`config.mk`:
```
export PLATFORM = sky130hd
export DESIGN_NAME = uart_rx_oversample
export DESIGN_NICKNAME = d
export VERILOG_FILES = /design/src/rtl/uart_rx_oversample.sv
export SDC_FILE = /design/constraint.sdc
export NUM_CORES = 1
export LEC_CHECK = 0
export ABC_AREA = 1
export BUFFER_PORTS_ARGS = -buffer_cell sky130_fd_sc_hd__buf_2
export CAP_MARGIN = 10
export CORE_ASPECT_RATIO = 0.75
export CORE_MARGIN = 2
export CORE_UTILIZATION = 60
export CTS_CLUSTER_DIAMETER = 80
export DETAILED_ROUTE_END_ITERATION = 16
export PLACE_DENSITY = 0.78
export SLEW_MARGIN = 30
export SYNTH_ARGS = -nofsm -noshare
export SYNTH_HDL_FRONTEND = slang
export SYNTH_SLANG_ARGS = --single-unit
```
`constraint.sdc`:
```
create_clock -name clk -period 3.6 [get_ports clk]
set_input_delay 0.36 -clock clk [delete_from_list [all_inputs] [get_ports clk]]
set_output_delay 0.36 -clock clk [all_outputs]
set_load 0.01 [all_outputs]
```
`src/rtl/uart_rx_oversample.sv`:
```
// uart_rx_oversample: 8N1 UART receiver running on the system clock.
// The divider's oversample clock is used as a sample enable, not as a clock.
// The serial line and os_clk are both brought in through 2-FF synchronisers.
// The start bit is confirmed at mid-bit. Every later bit is sampled
// OVERSAMPLE ticks after the previous sample.
`timescale 1ns/1ps
module uart_rx_oversample #(
    parameter int DATA_BITS  = 8,
    parameter int OVERSAMPLE = 16   // even, >= 4
) (
    input  logic                 clk,
    input  logic                 areset,
    input  logic                 os_clk,
    input  logic                 rx,
    output logic [DATA_BITS-1:0] data,
    output logic                 data_valid,
    output logic                 framing_error,
    output logic                 busy
);

    localparam int CNT_W = $clog2(OVERSAMPLE);
    localparam int IDX_W = (DATA_BITS > 1) ? $clog2(DATA_BITS) : 1;

    localparam logic [CNT_W-1:0] CNT_MID  = CNT_W'(OVERSAMPLE/2 - 1);
    localparam logic [CNT_W-1:0] CNT_LAST = CNT_W'(OVERSAMPLE - 1);
    localparam logic [IDX_W-1:0] IDX_LAST = IDX_W'(DATA_BITS - 1);

    typedef enum logic [2:0] {
        IDLE  = 3'd0,
        START = 3'd1,
        DATA  = 3'd2,
        STOP  = 3'd3,
        BREAK = 3'd4
    } state_t;

    // Synchroniser and edge-detect flops
    logic rx_meta, rx_s;
    logic os_meta, os_s, os_d;
    logic tick;

    // Frame state
    state_t               state_q, state_d;
    logic [CNT_W-1:0]     os_cnt_q, os_cnt_d;
    logic [IDX_W-1:0]     bit_idx_q, bit_idx_d;
    logic [DATA_BITS-1:0] shreg_q, shreg_d;
    logic [DATA_BITS-1:0] data_q, data_d;
    logic                 dv_q, dv_d;
    logic                 fe_q, fe_d;

    // rx idles high, so its synchroniser resets to 1 to avoid a false start.
    always_ff @(posedge clk or posedge areset) begin
        if (areset) begin
            rx_meta <= 1'b1;
            rx_s    <= 1'b1;
        end else begin
            rx_meta <= rx;
            rx_s    <= rx_meta;
        end
    end

    // Synchronise os_clk and register its rising edge as a one-clk tick.
    always_ff @(posedge clk or posedge areset) begin
        if (areset) begin
            os_meta <= 1'b0;
            os_s    <= 1'b0;
            os_d    <= 1'b0;
            tick    <= 1'b0;
        end else begin
            os_meta <= os_clk;
            os_s    <= os_meta;
            os_d    <= os_s;
            tick    <= os_s & ~os_d;
        end
    end

    // State, counters, shift register and output pulse registers.
    always_ff @(posedge clk or posedge areset) begin
        if (areset) begin
            state_q   <= IDLE;
            os_cnt_q  <= '0;
            bit_idx_q <= '0;
            shreg_q   <= '0;
            data_q    <= '0;
            dv_q      <= 1'b0;
            fe_q      <= 1'b0;
        end else begin
            state_q   <= state_d;
            os_cnt_q  <= os_cnt_d;
            bit_idx_q <= bit_idx_d;
            shreg_q   <= shreg_d;
            data_q    <= data_d;
            dv_q      <= dv_d;
            fe_q      <= fe_d;
        end
    end

    // Next state: progress only on ticks. The pulses default low, so each
    // pulse is exactly one clk wide however slow the oversample rate is.
    always_comb begin
        state_d   = state_q;
        os_cnt_d  = os_cnt_q;
        bit_idx_d = bit_idx_q;
        shreg_d   = shreg_q;
        data_d    = data_q;
        dv_d      = 1'b0;
        fe_d      = 1'b0;

        if (tick) begin
            case (state_q)
                IDLE: begin
                    if (!rx_s) begin
                        state_d  = START;
                        os_cnt_d = '0;
                    end
                end

                START: begin
                    if (os_cnt_q == CNT_MID) begin
                        os_cnt_d = '0;
                        if (!rx_s) begin
                            state_d   = DATA;
                            bit_idx_d = '0;
                        end else begin
                            // Line went back high before mid-bit: this was a
                            // glitch, not a start bit.
                            state_d = IDLE;
                        end
                    end else begin
                        os_cnt_d = os_cnt_q + CNT_W'(1);
                    end
                end

                DATA: begin
                    if (os_cnt_q == CNT_LAST) begin
                        os_cnt_d = '0;
                        // LSB arrives first, so shift in from the MSB side.
                        shreg_d  = {rx_s, shreg_q[DATA_BITS-1:1]};
                        if (bit_idx_q == IDX_LAST) begin
                            state_d = STOP;
                        end else begin
                            bit_idx_d = bit_idx_q + IDX_W'(1);
                        end
                    end else begin
                        os_cnt_d = os_cnt_q + CNT_W'(1);
                    end
                end

                STOP: begin
                    if (os_cnt_q == CNT_LAST) begin
                        os_cnt_d = '0;
                        if (rx_s) begin
                            data_d  = shreg_q;
                            dv_d    = 1'b1;
                            state_d = IDLE;
                        end else begin
                            fe_d    = 1'b1;
                            state_d = BREAK;
                        end
                    end else begin
                        os_cnt_d = os_cnt_q + CNT_W'(1);
                    end
                end

                BREAK: begin
                    // Wait for the line to return high, so a held-low line
                    // reports one error rather than a stream of them.
                    if (rx_s) begin
                        state_d = IDLE;
                    end
                end

                default: begin
                    state_d = IDLE;
                end
            endcase
        end
    end

    assign data          = data_q;
    assign data_valid    = dv_q;
    assign framing_error = fe_q;
    assign busy          = (state_q != IDLE);

endmodule

```
---- Word-level counts from Yosys, hierarchy flattened ----
Cells that the tools add are included.
W data, S select, Z words.
storage, ports and cells
  register bits after elaboration ......... 34
  bits of input ports ..................... 4
  output and inout bits ................... 11
  logic and storage cells ................. 68
operators by class
  add/subtract/negate cells ............... 2
  equality and inequality tests ........... 15
  multiplexer cells ....................... 26
  bitwise gates (word level) .............. 2
  reduce and logical (&&, ||, !) cells .... 10
operators with widths
  operator               count
  $mux W3                11
  $ne A2 B2 Y1 const B   8
  $pmux W3 S5            1
  $mux W4                3
  $pmux W4 S3            1
  $mux W1                8
  $reduce_and A7 Y1      1
  $eq A3 B2 Y1 const B   2
  $eq A3 B3 Y1 const B   2
  $pmux W3 S2            1
  $reduce_and A3 Y1      2
  $reduce_and A6 Y1      1
  $reduce_bool A3 Y1     2
  $add A4 B1 Y4 const B  1
  $eq A4 B3 Y1 const B   1
  $eq A4 B4 Y1 const B   1
  $reduce_and A4 Y1      1
  $add A3 B1 Y3 const B  1
  $eq A3 B1 Y1 const B   1
  $logic_not A3 Y1       1
  $mux W2                1
  $reduce_bool A2 Y1     1
  $reduce_or A2 Y1       1
  $and A1 B1 Y1          1
  $not A1 Y1             1

---- Logic depth before layout (Yosys ltp) ----
Gate-level depths: netlist of run 1.
  word-level depth ........................ 4
  depth in mapped cells ................... 9
  mapped depth without buffers ............ 9

---- Least setup slack after synthesis of run 1 ----
Ideal clock, no wire load.
  path kind ............................... flip-flop to flip-flop
  start ................................... register bit_idx_q[0]
  end ..................................... register bit_idx_q[0]
  library setup time ...................... 0.117 ns
  arrival ................................. 1.204 ns
  required time ........................... 3.483 ns
  slack ................................... 2.278 ns
  cell stages (with the launch flop) ...... 9
  path buffers ............................ 0
  clock period less this slack ............ 1.322 ns
  cell sequence ........................... dfrtp_1 > ha_1 > ha_1 > inv_1 > nand3_1 > nand2_1 > nand3_1 > nand2_1 > nand2_1
between the ends
  cells in the longest elaborated chain, start to end .. 4
  elaborated cells on any way between the ends .. 7
  those cells by class .................... 1 x add/sub; 2 x eq/ne; 3 x mux; 1 x reduce/logical
RTL lines
  item                      line  RTL
  start: declaration        44    logic [IDX_W-1:0] bit_idx_q, bit_idx_d;
  start signal: assignment  89    bit_idx_q <= bit_idx_d;
  $add A3 B1 Y3             141   bit_idx_d = bit_idx_q + IDX_W'(1);
  $mux W3                   138   if (bit_idx_q == IDX_LAST) begin
  $mux W3                   134   if (os_cnt_q == CNT_LAST) begin
  $pmux W3 S2               109   case (state_q)
Several ways; a longest one is shown, not always the timed one. The select of a mux whose other input is x is not followed.
A chain may end at the register's enable or synchronous reset.

---- Final worst setup path of run 1 ----
  start ................................... register state_q[0]
  end ..................................... output busy
between the ends
  cells in the longest elaborated chain, start to end .. 1
RTL lines
  item                      line  RTL
  start: declaration        42    state_t state_q, state_d;
  start signal: assignment  87    state_q <= state_d;
  $reduce_bool A3 Y1        182   assign busy = (state_q != IDLE);
  end: declaration          18    output logic busy
Every way passes these cells.

==> summary.md, run 1 <==
| Metric | Value |
|---|---|
| Vias in the first global route | `1,086` |
| Total Negative Setup Slacks | `0 ns` |
| DPL Wire Length | `1970 µm` |
| Worst EP arrival | `1.18 ns` |
| Static Leakage | `0.882 nW` |
| Syn Area/Cell | `9.23 µm²` |
| Gr usage total | `20.6%` |
| Post-CTS sizing | `0` |
| CTS clk-pin slew, worst paths | `0.10 ns` |
| Period utilization | `42.7%` |
| RSZ-0062 raised after global routing | `no` |
| # hold bufs at CTS | `0` |
| Core Region | `2380 µm²` |
| Worst Tran Pin Value | `0.580 ns` |
| Max_slew headroom | `61.3%` |
| Final slew viol count | `0` |
| Worst Hold Slack | `0.0767 ns` |
| Status | `completed` |
| Hold Vio Cnt, Final | `0` |
| Layout Nets | `196` |
| Port Buffers | `14` |
| Final GP Congestion | `0.985` |
| WS Path Type | `flip-flop to primary output` |
| Largest cells by area after synthesis | `dfrtp_1 (51%), nand2_1 (11%), o21ai_2 (6.7%)` |
| Clk network pwr share | `24.0%` |
| DR pass1 iterations | `4` |
| Layout cells sized above 1 | `26.3%` |
| MaxCap Viol Count | `0` |
| Combinational power share | `25.8%` |
| Via-to-Cell Ratio | `5.00` |
| Die height | `48.2 µm` |
| Routed Antenna Nets | `0` |
| CTS Buffer Depth | `2` |
| Dpl ws | `2.10 ns` |
| First-pass GRT wire length | `4620 µm` |
| Power per cell area | `532 nW/µm²` |
| Layout fillers | `193` |
| Antenna cells | `0` |
| Worst Setup End Kind | `primary output` |
| Pin count of the biggest net entering global routing | `30` |
| I/O Pins | `15` |
| Share of the synthesized area in the top cell type | `51.3%` |
| Hold WC Path Type | `input port to async pin` |
| Critical path, cell by cell | `nor2_1 -> nand2_1 -> buf_2` |
| Root Buffer | `clkbuf_4` |
| Synth warn | `0` |
| Drc violations | `0` |
| R2R cell count | `8` |
| Crit path setup slack, layout | `2.06 ns` |
| DIE WIDTH | `62.9 µm` |
| Vias post-DR | `1,120` |
| Clock Sinks | `34` |
| CTS buffer count | `5` |
| NetSw | `0.330 mW` |
| Cell Area, Synth | `1560 µm²` |
| CTS H-tree lvls | `2` |
| Worst VDD drop | `342 µV` |
| Initial DRC count | `85` |
| Cells after synthesis | `169` |
| Power Total | `0.915 mW` |
| Slowest cell on crit path | `dfrtp_1` |
| Seq/Total Area, Yosys | `54.7%` |
| Placement Rows | `15` |
| Minimum clock period | `1.54 ns` |
| Max Clock Skew | `0.00559 ns` |
| Post-Syn Nets | `176` |
| Yosys reg bits | `34` |
| Area growth from synthesis to layout | `10.3%` |
| Internal power | `0.585 mW` |
| Setup Buffers After CTS | `0` |
| Required time of the worst setup path | `3.24 ns` |
| Top cell type by total area after synthesis | `dfrtp_1` |
| Achievable clock frequency | `651 MHz` |
| Switch share | `36.1%` |
| Initial antenna violation count | `0` |
| Final setup viols | `0` |
| Setup crit start kind | `flip-flop` |
| Initial Utilization | `65.5%` |
| Total gr overflow | `0` |
| Sequential Power Share | `50.2%` |
| CTS tree | `built` |
| CP max stage delay | `0.45 ns` |
| Wire length per cell | `11.9 µm` |
| Clock Latency Late Sink | `0.33 ns` |
| Total die area | `3030 µm²` |
| Synth cell types | `21` |
| Post-Route WL | `2660 µm` |
| CP Max Fanout | `5` |
-- sequential cells by signal, indices dropped and copies added (netlist names) --
signal         cells
data               8
shreg_q            8
os_cnt_q           4
bit_idx_q          3
state_q            3
data_valid         1
framing_error      1
os_d               1
os_meta            1
os_s               1
rx_meta            1
rx_s               1
tick               1
-- per-stage QoR --
step / utilization, % / cells / instance area (µm²)
floorplan: - / 169 / 1560
global placement: 69.6 / 216 / 1660
detailed placement: 69.6 / 216 / 1660
CTS: 72.2 / 224 / 1720
global route: 72.2 / 224 / 1720
finish: 72.2 / 224 / 1720
-- area by class of cell --
class | instances | area (µm²) | area share, %
multi-input cells | 108 | 591 | 34.3
clock buffers | 6 | 51.3 | 2.98
clock inverters | 2 | 12.5 | 0.727
repair buffers | 15 | 77.6 | 4.51
flip-flops and latches | 34 | 853 | 49.6
well taps | 34 | 42.5 | 2.47
inverters | 25 | 93.8 | 5.45
-- power groups by stage --
stage / clock [mW] / combinational, mW / sequential [mW]
6_report: 0.219 / 0.237 / 0.460
5_1_grt: 0.242 / 0.275 / 0.465
4_1_cts: 0.229 / 0.236 / 0.460
3_5_place_dp: 0 / 0.235 / 0.467
3_3_place_gp: 0 / 0.225 / 0.464
2_1_floorplan: 0 / 0.182 / 0.457
-- per-layer routing --
layer	wire length, µm	up-vias	track usage (%)
li1	-	578	-
met1	1320	501	27.6
met2	1160	35	32.8
met3	138	6	5.54
met4	31	0	9.33
met5	0	-	0
-- cell usage in the layout (no fill, tap or decap), drive strengths merged --
master    synthesis  final
nand2            49     49
dfrtp            32     32
inv              25     25
o21ai            18     18
nor2             15     15
buf               2     15
nand3            13     13
clkbuf            0      6
nand4             3      3
o21bai            3      3
ha                3      3
nor3              2      2
dfstp             2      2
xor2              1      1
a21oi             1      1
clkinvlp          0      1
clkinv            0      1
-- kinds of logic (layout without fill, tap and decap cells) --
group	Yosys count	after routing	synth area share, %
fa+ha+maj	3	3	2.41
buf+inv	27	48	7.46
xor+xnor	1	1	0.561
compound gates	22	22	10.4
simple gates	82	82	24.5
flops	34	34	54.7
-- worst paths after layout --
path | start | slack (ns) | end
max in group asynchronous | areset | 3.00 | shreg_q[5]
min in group clk | rx | 0.12 | rx_meta
max reg2reg | bit_idx_q[0] | 2.09 | bit_idx_q[0]
min | areset | 0.08 | data[2]
max | state_q[0] | 2.06 | busy
min reg2reg | os_meta | 0.36 | os_s
-- synth_stat cells --
master	instances
nand2_2	2
nand3_4	2
inv_1	20
nor2_4	1
nand4_1	3
xor2_1	1
nor3_1	2
nand3_1	9
nand2_1	47
o21bai_1	3
o21ai_0	2
buf_6	2
dfrtp_1	32
dfstp_2	2
inv_2	5
nor2_1	14
a21oi_1	1
o21ai_1	4
o21ai_2	12
ha_1	3
nand3_2	2
-- worst max-delay path, delay by kind of cell (launching register included) --
| family | cells | cell delay [ns] |
|---|---|---|
| flops | 1 | 0.45 |
| buf+inv | 1 | 0.14 |
| simple gates | 2 | 0.26 |
No activity file was read; power rests on OpenSTA's default activity.
==> run 2, diff against run 1 <==
Settings changed: CORE_UTILIZATION 60 to 57, PLACE_DENSITY 0.78 to 0.74.
Clock period 3.6 ns to 1.5 ns, I/O delays scaled along.
==> summary.md, run 2 (synthesis gave the netlist of run 1 again) <==
| Metric | Value |
|---|---|
| Sequential Power Share | `48.2% (-2.0 points)` |
| Root Buffer | `clkbuf_4` |
| Post-Route WL | `2830 µm (+6.6%)` |
| Die height | `49.3 µm (+2.4%)` |
| Period utilization | `93.4%` |
| Placement Rows | `16 (+1)` |
| CTS tree | `built` |
| Final slew viol count | `0 (unchanged)` |
| I/O Pins | `15 (unchanged)` |
| Pin count of the biggest net entering global routing | `35 (+17%)` |
| Initial Utilization | `60.0% (-5.5 points)` |
| Total Negative Setup Slacks | `0 ns (unchanged)` |
| Worst Setup End Kind | `flip-flop` |
| Wire length per cell | `12.1 µm (+2.4%)` |
| Setup crit start kind | `flip-flop` |
| Max_slew headroom | `73.4% (+12 points)` |
| Routed length on met2 | `1300 µm (+12%)` |
| Vias in the first global route | `1,061 (-2.3%)` |
| Static Leakage | `0.907 nW (+2.9%)` |
| WS Path Type | `flip-flop to flip-flop` |
| CTS clk-pin slew, worst paths | `0.10 ns (about the same)` |
| Setup slack, reg-to-reg | `0.1 ns (-1.99 ns)` |
| Power per cell area | `1260 nW/µm² (+140%)` |
| Achievable clock frequency | `714 MHz` |
| Worst reg2reg path startpoint | `state_q[2]` |
| CP Max Fanout | `8 (+3)` |
| Internal power | `1.45 mW (+150%)` |
| Worst Tran Pin Value | `0.399 ns (-0.181 ns)` |
| Clk network pwr share | `22.7% (-1.3 points)` |
| Final setup viols | `0 (unchanged)` |
| Switch share | `36.7% (+0.61 points)` |
| Antenna cells | `0 (unchanged)` |
| Commonest non-fill, non-tap cells in the layout | `nand2_1 (45), dfrtp_1 (32), inv_1 (19)` |
| Combinational power share | `29.1% (+3.3 points)` |
| First-pass GRT wire length | `4700 µm (+1.8%)` |
| Port Buffers | `14 (unchanged)` |
| Dpl ws | `0.00502 ns (-2.09 ns)` |
| Initial antenna violation count | `0 (unchanged)` |
| Area growth from synthesis to layout | `17.1%` |
| Minimum clock period | `1.40 ns` |
| Crit path setup slack, layout | `0.0992 ns (-1.96 ns)` |
| Status | `completed` |
| Core Region | `2600 µm² (+9.2%)` |
| Worst Setup EP | `data[3]` |
| Layout Nets | `203 (+3.6%)` |
| Initial DRC count | `80 (-5.9%)` |
| Top routing layer in use | `met3` |
| Clock Sinks | `34 (unchanged)` |
| R2R cell count | `6 (-2)` |
| Total die area | `3180 µm² (+4.9%)` |
| Most common cell after layout, fill and taps aside | `nand2_1` |
| Layout cells sized above 1 | `30.5% (+4.1 points)` |
| Hold Vio Cnt, Final | `0 (unchanged)` |
| Total gr overflow | `0 (unchanged)` |
| Via-to-Cell Ratio | `5.05 (+1.0%)` |
| Crit path from | `state_q[2]` |
| Drc violations | `0 (unchanged)` |
| MaxCap Viol Count | `0 (unchanged)` |
| Met3 WL | `140 µm (+1.4%)` |
| NetSw | `0.842 mW (+150%)` |
| Gr usage total | `19.8% (-0.73 points)` |
| Hold WC Path Type | `flip-flop to flip-flop` |
| Max Clock Skew | `0.00943 ns (+0.00384 ns)` |
| DR pass1 iterations | `4 (unchanged)` |
| Reg-to-Reg End | `data[3]` |
| Required time of the worst setup path | `1.73 ns (-1.51 ns)` |
| RSZ-0062 raised after global routing | `yes` |
| Routed Antenna Nets | `0 (unchanged)` |
| CTS Buffer Depth | `2 (unchanged)` |
| Worst min-delay path startpoint | `rx_meta` |
| DPL Wire Length | `1970 µm (about the same)` |
| DIE WIDTH | `64.4 µm (+2.4%)` |
| Worst VDD drop | `670 µV (+96%)` |
| Vias post-DR | `1,177 (+5.1%)` |
| CTS H-tree lvls | `2 (unchanged)` |
| Clock Latency Late Sink | `0.33 ns (about the same)` |
| Wl on met1 | `1390 µm (+5.2%)` |
| CTS buffer count | `5 (unchanged)` |
| Final GP Congestion | `0.884 (-10%)` |
| Worst EP arrival | `1.63 ns (+0.45 ns)` |
## run 2: cell types whose count changed in the layout (fill, tap and decap cells not counted), sizes merged
cell / delta
buf: +2
dlygate4sd3: +3
nand3: +2
## run 2: cell type report
| cell class | instances | area (µm²) |
|---|---|---|
| sequential | 34 | 853 |
| fill | 202 | 776 |
| multi-input combinational | 110 | 646 |
| timing repair buffer | 20 | 123 |
| inverter | 25 | 96.3 |
| clock buffer | 6 | 51.3 |
| tap | 36 | 45.0 |
| clock inverter | 2 | 12.5 |
## run 2: repair_timing
item,4_1_cts,5_1_grt
hold buffers,3,0
gates cloned,0,2
buffers inserted,0,2
setup endpoints to repair,1,25
hold endpoints to repair,34,0
pin swaps,0,2
gates resized for setup,1,9
## run 2: power by group through the flow
stage | logic (mW) | clock network (mW) | registers [mW]
6_report | 0.668 | 0.521 | 1.11
5_1_grt | 0.755 | 0.586 | 1.12
4_1_cts | 0.575 | 0.542 | 1.10
3_5_place_dp | 0.562 | 0 | 1.12
3_3_place_gp | 0.540 | 0 | 1.12
2_1_floorplan | 0.437 | 0 | 1.10
## run 2: worst min path at each step
stage	to	slack, ns	cells after the start
2_1_floorplan	rx_meta	0.15	0
3_3_place_gp	os_meta	0.25	3
3_5_place_dp	shreg_q[0]	0.26	3
4_1_cts	rx_s	0.36	0
5_1_grt	rx_s	0.37	0
6_report	rx_s	0.36	0
## run 2: per-stage QoR
stage               instances  cell area (µm²)  util, %  total power, mW  hold slack, ns
floorplan                 169             1560        -             1.53           0.154
global placement          218             1660     63.8             1.65           0.252
detailed placement        218             1660     63.8             1.69           0.256
CTS                       229             1760     67.5             2.22           0.365
global route              233             1830     70.2             2.46           0.373
finish                    233             1830     70.2             2.30           0.364
## run 2: layer usage
layer,global-route usage (%),vias to the layer above
met5,0,-
met4,7.45,0
met1,28.4,561
met2,28.0,24
li1,-,592
met3,6.70,0
## run 2: critical path, cell delays in order, from the launching register on
cell,delay (ns)
dfrtp_1,0.49
nor2_4,0.28
nand2_2,0.12
inv_2,0.12
nand3_4,0.13
nand2_1,0.11
o21ai_2,0.05
==> run 3, diff against run 2 <==
Settings changed: CORE_UTILIZATION 57 to 60, CTS_BUF_LIST set to sky130_fd_sc_hd__clkbuf_4, PLACE_DENSITY 0.74 to 0.78.
==> summary.md, run 3 (synthesis gave the netlist of run 1 again) <==
| Metric | Value |
|---|---|
| Worst Setup End Kind | `flip-flop` |
| Crit path setup slack, layout | `0.0794 ns (-0.0199 ns)` |
| Wire length per cell | `11.7 µm (-3.4%)` |
| Most common cell after layout, fill and taps aside | `nand2_1` |
| Worst min-delay path startpoint | `rx_meta` |
| DIE WIDTH | `62.9 µm (-2.4%)` |
| Dpl ws | `0.00899 ns (+0.00397 ns)` |
| Max_slew headroom | `73.2% (-0.19 points)` |
| Max Clock Skew | `0.0143 ns (+0.00485 ns)` |
| Final slew viol count | `0 (unchanged)` |
| Root Buffer | `clkbuf_4` |
| Required time of the worst setup path | `1.73 ns (about the same)` |
| Final setup viols | `0 (unchanged)` |
| Hold Vio Cnt, Final | `0 (unchanged)` |
| Achievable clock frequency | `704 MHz (-1.4%)` |
| Total die area | `3030 µm² (-4.6%)` |
| Layout cells sized above 1 | `29.0% (-1.4 points)` |
| WS Path Type | `flip-flop to flip-flop` |
| Worst Tran Pin Value | `0.402 ns (+0.00291 ns)` |
| Total Negative Setup Slacks | `0 ns (unchanged)` |
| Crit path from | `os_cnt_q[0]` |
| Vias in the first global route | `1,050 (-1.0%)` |
| Power per cell area | `1330 nW/µm² (+6.0%)` |
| Core Region | `2380 µm² (-8.4%)` |
| Antenna cells | `0 (unchanged)` |
| Worst EP arrival | `1.65 ns (+0.02 ns)` |
| Hold WC Path Type | `flip-flop to flip-flop` |
| Gr usage total | `21.0% (+1.2 points)` |
| MaxCap Viol Count | `0 (unchanged)` |
| CTS H-tree lvls | `2 (unchanged)` |
| Pin count of the biggest net entering global routing | `35 (unchanged)` |
| Setup Buffers After CTS | `0 (unchanged)` |
| Minimum clock period | `1.42 ns (+0.0199 ns)` |
| CTS clk-pin slew, worst paths | `0.10 ns (about the same)` |
| Final non-filler cell total | `227 (-2.6%)` |
| Clock Latency Late Sink | `0.33 ns (about the same)` |
| Setup crit start kind | `flip-flop` |
| Placement Rows | `15 (-1)` |
| Port Buffers | `14 (unchanged)` |
| Total gr overflow | `0 (unchanged)` |
| Period utilization | `94.7% (+1.3 points)` |
| Routed Antenna Nets | `0 (unchanged)` |
| Drc violations | `0 (unchanged)` |
| Vias post-DR | `1,145 (-2.7%)` |
| Static Leakage | `0.907 nW (about the same)` |
| Worst reg2reg path startpoint | `os_cnt_q[0]` |
| DR pass1 iterations | `4 (unchanged)` |
| Area growth from synthesis to layout | `14.9%` |
| Initial Utilization | `65.5% (+5.5 points)` |
| RSZ-0062 raised after global routing | `yes` |
| Post-placement cell count | `216 (-0.92%)` |
| Commonest non-fill, non-tap cells in the layout | `nand2_1 (45), dfrtp_1 (32), inv_1 (20)` |
| Worst VDD drop | `1050 µV (+57%)` |
| First-pass GRT wire length | `4550 µm (-3.1%)` |
| Post-Route WL | `2660 µm (-5.9%)` |
| CTS buffer count | `5 (unchanged)` |
| CTS Buffer Depth | `2 (unchanged)` |
| Layout Nets | `199 (-2.0%)` |
| Initial antenna violation count | `0 (unchanged)` |
| I/O Pins | `15 (unchanged)` |
| DPL Wire Length | `1870 µm (-4.9%)` |
| Via-to-Cell Ratio | `5.04 (-0.15%)` |
| Die height | `48.2 µm (-2.3%)` |
| CP Max Fanout | `16 (+8)` |
| Status | `completed` |
| Initial DRC count | `77 (-3.8%)` |
| Final GP Congestion | `0.929 (+5.1%)` |
| Clock Sinks | `34 (unchanged)` |
| CTS tree | `built` |
-- run 3: repair_timing --
action,4_1_cts,5_1_grt
cloned,0,0
endpoints found under the setup margin,2,23
pin swaps,0,1
endpoints found under the hold margin,34,0
hold buffers,3,0
gates resized for setup,1,6
-- run 3: cell type report --
cell class | instances | area (µm²)
repair buffers | 18 | 108
well taps | 34 | 42.5
clock inverters | 1 | 30.0
flip-flops and latches | 34 | 853
inverters | 25 | 93.8
multi-input cells | 108 | 613
fillers | 173 | 591
clock buffers | 7 | 52.6
-- run 3: path summary, 6_finish.rpt --
kind	endpoint	slack [ns]	cells after the start
min reg2reg	rx_s	0.36	0
min	rx_s	0.36	0
max in group asynchronous	rx_s	0.74	4
max	shreg_q[4]	0.08	8
min in group asynchronous	shreg_q[1]	0.44	4
max reg2reg	shreg_q[4]	0.08	8
-- run 3: critical path, cell delays in order, from the launching register on --
cell and delay (ns):
dfrtp_1 0.38, ha_2 0.20, nand2_1 0.06, inv_2 0.07
nand3_2 0.09, inv_2 0.12, nand3_4 0.19, nand2_1 0.13
o21ai_1 0.07
-- run 3: through the flow --
step	power (mW)	hold slack [ns]	cell area [µm²]	utilization [%]
2_1_floorplan	1.53	0.154	1560	-
3_3_place_gp	1.66	0.253	1660	69.6
3_5_place_dp	1.67	0.258	1660	69.6
4_1_cts	2.36	0.363	1770	74.4
5_1_grt	2.57	0.367	1790	75.2
6_report	2.39	0.362	1790	75.2
-- run 3: power by group --
group          total [mW]  leakage, nW  switching [mW]  internal, mW
clock network       0.674       0.0463           0.285         0.390
logic               0.606        0.406           0.415         0.191
registers            1.11        0.455           0.102          1.00
-- run 3: metal layers --
metal | share of wire (%) | vias to the layer above | GRT usage (%)
met1 | 49 | 533 | 29.2
met5 | 0 | - | 0
met3 | 5.8 | 5 | 8.55
met4 | 2.1 | 0 | 11.1
li1 | - | 580 | -
met2 | 43 | 27 | 28.7
